<file path="src/rtl/insn_fetch.sv">
// Instruction fetch unit: prefetches sequential words from a handshaked memory
// into a small tagged FIFO and delivers a word only when its tag matches the core PC.
module insn_fetch #(
  parameter int unsigned DEPTH = 4,
  parameter int unsigned AW    = 32
) (
  input  logic          clk,
  input  logic          rst_n,
  input  logic [AW-1:0] fetch_addr,
  input  logic          insn_take,
  output logic [31:0]   insn,
  output logic          insn_valid,
  output logic          mem_req,
  output logic [AW-1:0] mem_addr,
  input  logic          mem_ack,
  input  logic [31:0]   mem_rdata
);

  localparam int unsigned PW = $clog2(DEPTH);
  localparam int unsigned CW = PW + 1;

  typedef enum logic [1:0] {
    IDLE    = 2'd0,
    REQ     = 2'd1,
    DISCARD = 2'd2
  } state_t;

  state_t        state;
  logic [AW-1:0] pf_addr;
  logic [AW-1:0] fifo_addr [DEPTH];
  logic [31:0]   fifo_data [DEPTH];
  logic [PW-1:0] rd_ptr;
  logic [PW-1:0] wr_ptr;
  logic [CW-1:0] count;

  logic          fifo_empty;
  logic [AW-1:0] head_addr;
  logic [31:0]   head_data;
  logic [AW-1:0] exp_addr;
  logic          redirect;
  logic          pop;
  logic          push;
  logic [CW-1:0] count_next;
  logic          space;
  logic [AW-1:0] issue_addr;

  always_comb begin
    fifo_empty = (count == '0);
    head_addr  = fifo_addr[rd_ptr];
    head_data  = fifo_data[rd_ptr];
    insn_valid = !fifo_empty && (head_addr == fetch_addr);
    insn       = insn_valid ? head_data : '0;

    // In DISCARD the outstanding word is already abandoned; pf_addr holds the target.
    if (!fifo_empty)       exp_addr = head_addr;
    else if (state == REQ) exp_addr = mem_addr;
    else                   exp_addr = pf_addr;

    redirect   = (fetch_addr != exp_addr);
    pop        = insn_valid && insn_take && !redirect;
    push       = (state == REQ) && mem_ack && !redirect;
    count_next = redirect ? '0 : (count - CW'(pop) + CW'(push));
    space      = (count_next < CW'(DEPTH));
    issue_addr = redirect ? fetch_addr : pf_addr;
  end

  always_ff @(posedge clk) begin
    if (push) begin
      fifo_addr[wr_ptr] <= mem_addr;
      fifo_data[wr_ptr] <= mem_rdata;
    end
  end

  always_ff @(posedge clk or negedge rst_n) begin
    if (!rst_n) begin
      state    <= IDLE;
      mem_req  <= 1'b0;
      mem_addr <= '0;
      pf_addr  <= '0;
      rd_ptr   <= '0;
      wr_ptr   <= '0;
      count    <= '0;
    end else begin
      count <= count_next;
      if (redirect) begin
        rd_ptr <= '0;
        wr_ptr <= '0;
      end else begin
        if (pop)  rd_ptr <= rd_ptr + PW'(1);
        if (push) wr_ptr <= wr_ptr + PW'(1);
      end

      case (state)
        IDLE: begin
          if (space) begin
            state    <= REQ;
            mem_req  <= 1'b1;
            mem_addr <= issue_addr;
            pf_addr  <= issue_addr + AW'(1);
          end
        end
        REQ, DISCARD: begin
          if (mem_ack) begin
            // A redirect always empties the FIFO, so the no-space branch never needs fetch_addr.
            if (space) begin
              state    <= REQ;
              mem_req  <= 1'b1;
              mem_addr <= issue_addr;
              pf_addr  <= issue_addr + AW'(1);
            end else begin
              state   <= IDLE;
              mem_req <= 1'b0;
            end
          end else if (redirect) begin
            state   <= DISCARD;
            pf_addr <= fetch_addr;
          end
        end
        default: begin
          state   <= IDLE;
          mem_req <= 1'b0;
        end
      endcase
    end
  end

endmodule

</file>
<file path="config.mk">
export PLATFORM = sky130hd
export DESIGN_NAME = insn_fetch
export DESIGN_NICKNAME = d
export VERILOG_FILES = /design/src/rtl/insn_fetch.sv
export SDC_FILE = /design/constraint.sdc
export NUM_CORES = 1
export LEC_CHECK = 0
export ABC_AREA = 1
export CAP_MARGIN = 5
export CORE_MARGIN = 4
export CORE_UTILIZATION = 61
export CTS_BUF_LIST = sky130_fd_sc_hd__clkbuf_2 sky130_fd_sc_hd__clkbuf_4 sky130_fd_sc_hd__clkbuf_8
export DETAILED_ROUTE_END_ITERATION = 8
export PLACE_DENSITY = 0.82
export SLEW_MARGIN = 20
export SYNTH_ARGS = -nofsm -noshare
export SYNTH_HDL_FRONTEND = slang
export SYNTH_SLANG_ARGS = --single-unit
</file>
<file path="constraint.sdc">
create_clock -name clk -period 5.7 [get_ports clk]
set_clock_uncertainty 0.05 [all_clocks]
set_input_delay 1.71 -clock clk [delete_from_list [all_inputs] [get_ports clk]]
set_output_delay 1.71 -clock clk [all_outputs]
set_load 0.1 [all_outputs]
</file>
==> results.txt <==
----------------------------------------------------
[Critical path]
  Worst-path fanout max ... 8
  Cells along the critical path ... clkdlybuf4s15_1 > o22ai_2 > a211oi_2 > nand3_1 > nor4_1 > buf_4 > nand3_4 > buf_12 > buf_16 > a2111oi_4 > buf_12
  Worst path most repeated cell ... sky130_fd_sc_hd__buf_12
  Critical path startpoint category ... input pin
  WP data arrival ... 3.99 ns
  Critical Path Slowest Stage Cell ... sky130_fd_sc_hd__a2111oi_4
  Critical path buffers and inverters ... 5
  Required time of the critical path ... a little under 4 ns
  Critical path start-end classification ... input pin to output pin
  Gate family responsible for the most delay along the worst path ... buffers and inverters
  Endpoint class of the critical path ... output pin
  Delay of the slowest cell on the worst path ... 0.45 ns

[Clock tree]
  Sink count of the clock tree ... 330
  CTS tree ... yes
  Inserted Clock Buffers ... 53
  Cell chosen for the clock root ... sky130_fd_sc_hd__clkbuf_8
  Clock slew at reported path FFs ... 0.05 ns
  CTS max path bufs ... 3
  Post-CTS Hold Fix Bufs ... 0
  Clock network latency to the later pin of the worst-skew pair ... 0.60 ns
  Number of levels in the clock H-tree ... 2

[Global routing]
  GR Util met1 ... a little under half
  Met3 track utilization from global routing ... under 10%
  GR Util All Layers ... between 30 and 40%
  Number of global-route vias before repair ... around 15k
  Most used routing layer ... met2
  Pin count of the biggest net entering global routing ... 67
  Antenna violations before repair ... 0
  First-pass GRT wire length ... 82.5 mm
  Overflow after GRT ... 0
  Met2 Resource Use GR ... 57.1%

[Min path]
  Classification of the worst-slack hold path ... flip-flop to flip-flop

[STA]
  Time the worst path needs with I/O delays and setup ... between 5 and 6 ns
  Tightest slew margin relative to the limit ... 31.0%
  Tcrit/Tclk final ... 101%
  Min Hold Slack ... ~0.45 ns
  Number of endpoints failing setup at the final stage ... 2
  Hold Fails Final Rpt ... 0
  Worst path setup slack after routing ... -0.0496 ns
  F_max ... around 0.17 GHz
  Transition time of the tightest slew-check pin ... 1.03 ns
  Fin. max-slew vios ... 0

[Route]
  DRC viols ... 0
  Ratio of routed vias to standard cells ... 5.96
  Detail-routed net length per standard cell ... 21.7 microns
  Final antenna-violating net count ... 0
  Total via count in the routed design ... 15.4k
  Number of iterations in the first detailed-routing pass ... 6
  DRC violation total after the first TritonRoute iteration ... 1,958
  Total detailed-routing wirelength ... 55.9 mm

[Die]
  Die height ... 175 microns
  Overall die area ... 30,500 sq um
  Placement row count ... 60
  Initial Utilization ... 62.5%
  Die Span X ... about 170 microns
  Number of primary I/O pins ... 134
  Area of the core ... 27,100 sq um

[Yosys]
  Synthesized cell area ... approximately 17,000 sq um
  Gate count of the mapped netlist ... 1,960
  Net Count, Synth ... between 2k and 2.5k
  Avg Synthesized Cell Area ... 8.64 sq um
  Number of storage elements in the synthesis netlist ... 330
  Count of warnings emitted by yosys ... 0
  Share of the yosys chip area belonging to registers ... 56.3%
  Count of unique library cells instantiated by Yosys ... 42

[Run status]
  Result of the run ... complete, but fails checks
  Violations in the final reports ... setup timing

[Place]
  HPWL Detailed ... 35.1 mm
  Buffers on Ports ... between 100 and 150
  Final RePlAce weighted congestion ... 0.964

[Power]
  Internal cell power ... ~5 mW
  Peak supply drop ... 0.421 mV
  Part of the total power dissipated in the clock network ... 25.1%
  Switching Power ... 3.50 mW
  Part of the total power dissipated in combinational logic ... between 30% and 40%
  Power per Cell Area ... slightly below 400 nW/um^2
  Switching part of the total power ... 41.1%
  Leakage Power ... 9.02 nW
  Sequential share of power ... 39.9%

[Layout]
  Post-route core utilization ... 79.2%
  Fraction of final layout cells with drive strength greater than 1 ... between 10 and 15%
  N_diodes ... 0
  Commonest non-fill, non-tap cells in the layout ... sky130_fd_sc_hd__nand2_1 (776), sky130_fd_sc_hd__edfxtp_1 (256), sky130_fd_sc_hd__nand3_1 (216), sky130_fd_sc_hd__o21ai_0 (133), sky130_fd_sc_hd__inv_1 (125)
  Most common cell after layout, fill and taps aside ... sky130_fd_sc_hd__nand2_1
  Syn-to-layout area delta ... 26.7%
  Count of nets after finishing ... around 2.2k

[Run]
  Max-capacitance violation count ... 0

----------------------------------------------------
-- cell families (layout without fill, tap and decap cells) --
kind of cell / count (synthesis) / in the layout / synth area share (%)
AND/OR/NAND/NOR: 1123 / 1123 / 27.5
flip-flops: 330 / 330 / 56.3
AO/OA/AOI/OAI: 237 / 237 / 8.07
buffers and inverters: 236 / 481 / 5.98
XOR/XNOR: 19 / 19 / 0.983
adder cells (fa/ha/maj): 11 / 11 / 0.857
multiplexers: 4 / 4 / 0.266
-- stage by stage --
stage | instance area [sq um] | instances | setup TNS (ns) | power, mW | worst slack (ns)
5_1_grt | 21500 | 2577 | -0.0913 | 8.91 | -0.0295
6_report | 21500 | 2577 | -0.0596 | 8.51 | -0.0496
2_1_floorplan | 17500 | 1960 | -20.34 | 5.33 | -0.555
4_1_cts | 21300 | 2572 | 0 | 8.43 | 0.000698
3_5_place_dp | 20000 | 2460 | -12.74 | 6.35 | -0.282
3_3_place_gp | 20000 | 2460 | -4.17 | 6.26 | -0.212
-- worst reg2reg max path, delay by kind of cell (launching register included) --
family | cells | cell delay (ns)
xor+xnor | 1 | 0.19
fa+ha+maj | 3 | 0.75
simple gates | 10 | 1.48
compound gates | 2 | 0.55
flops | 1 | 0.52
buf+inv | 9 | 1.22
mux | 1 | 0.35
-- layer usage --
metal  share of wire [%]  vias up
li1                    -     6994
met1                  38     7226
met2                  48     1003
met3                 9.7      142
met4                 4.2        0
met5                   0        -
-- sequential cells by signal, summed over array words and instances, names as in the netlist --
register / flops
fifo_data: 128
state: 2
mem_addr: 32
pf_addr: 32
wr_ptr: 2
rd_ptr: 2
mem_req: 1
fifo_addr: 128
count: 3
-- cell usage after synthesis --
cell | instances | share of area (%)
sky130_fd_sc_hd__nor3_1 | 1 | 0.030
sky130_fd_sc_hd__buf_4 | 10 | 0.44
sky130_fd_sc_hd__a21oi_1 | 42 | 1.2
sky130_fd_sc_hd__xor2_1 | 15 | 0.78
sky130_fd_sc_hd__and2_1 | 1 | 0.037
sky130_fd_sc_hd__nand2_4 | 1 | 0.066
sky130_fd_sc_hd__clkbuf_1 | 51 | 1.1
sky130_fd_sc_hd__ha_1 | 10 | 0.74
sky130_fd_sc_hd__o211ai_1 | 8 | 0.35
sky130_fd_sc_hd__edfxtp_1 | 256 | 45
sky130_fd_sc_hd__a211oi_1 | 2 | 0.089
sky130_fd_sc_hd__o2111ai_1 | 1 | 0.052
sky130_fd_sc_hd__buf_6 | 7 | 0.47
sky130_fd_sc_hd__and3_1 | 32 | 1.2
sky130_fd_sc_hd__dfrtp_1 | 74 | 11
sky130_fd_sc_hd__a2111o_1 | 1 | 0.066
sky130_fd_sc_hd__nor2_4 | 4 | 0.27
sky130_fd_sc_hd__a21o_1 | 1 | 0.044
sky130_fd_sc_hd__a32o_1 | 1 | 0.059
sky130_fd_sc_hd__inv_2 | 5 | 0.11
sky130_fd_sc_hd__nand2_1 | 778 | 17
sky130_fd_sc_hd__nor2_2 | 7 | 0.26
sky130_fd_sc_hd__inv_1 | 130 | 2.9
sky130_fd_sc_hd__nand3b_1 | 3 | 0.13
sky130_fd_sc_hd__nand4_1 | 3 | 0.11
sky130_fd_sc_hd__xnor2_1 | 4 | 0.21
sky130_fd_sc_hd__buf_1 | 3 | 0.066
sky130_fd_sc_hd__nor2_1 | 68 | 1.5
sky130_fd_sc_hd__o21bai_1 | 1 | 0.044
sky130_fd_sc_hd__o22ai_1 | 6 | 0.22
sky130_fd_sc_hd__mux2_2 | 4 | 0.27
sky130_fd_sc_hd__o21ai_0 | 133 | 3.9
sky130_fd_sc_hd__nand2_2 | 1 | 0.037
sky130_fd_sc_hd__clkinv_1 | 1 | 0.022
sky130_fd_sc_hd__o21ai_1 | 7 | 0.21
sky130_fd_sc_hd__nand3_1 | 219 | 6.5
sky130_fd_sc_hd__o21ai_2 | 1 | 0.052
sky130_fd_sc_hd__nor4_1 | 4 | 0.15
sky130_fd_sc_hd__fa_1 | 1 | 0.12
sky130_fd_sc_hd__a2111oi_0 | 33 | 1.7
sky130_fd_sc_hd__or2_2 | 1 | 0.037
sky130_fd_sc_hd__buf_2 | 29 | 0.86
-- power by group through the flow --
stage               Sequential, mW  Clock (mW)  Combinational [mW]
finish                        3.40        2.14                2.98
global route                  3.42        2.27                3.22
floorplan                     4.11           0                1.22
detailed placement            3.42           0                2.94
CTS                           3.37        2.11                2.94
global placement              3.39           0                2.87
-- worst paths after layout --
check,from,end,slack (ns),depth (start not counted)
max in group asynchronous,rst_n,mem_addr[1],3.67,2
max reg2reg,rd_ptr[0],mem_addr[11],0.48,26
min,mem_req,mem_req,0.45,2
min in group asynchronous,rst_n,pf_addr[22],1.11,1
min reg2reg,mem_req,mem_req,0.45,2
max,fetch_addr[16],insn[19],-0.05,11
-- cell type report --
class	instances	area (sq um)
clock buffers	74	906
well taps	372	465
flip-flops and latches	330	9540
inverters	136	520
multi-input cells	1394	7110
fillers	1714	5650
repair buffers	245	2700
clock inverters	26	199
-- what timing repair did --
item                                    CTS  global route
gates resized for setup                  51            31
gates cloned                              5             0
endpoints found under the setup margin   32            33
pin swaps                                15            18
buffers inserted                          7             5
(Power assumes the default switching activity.)
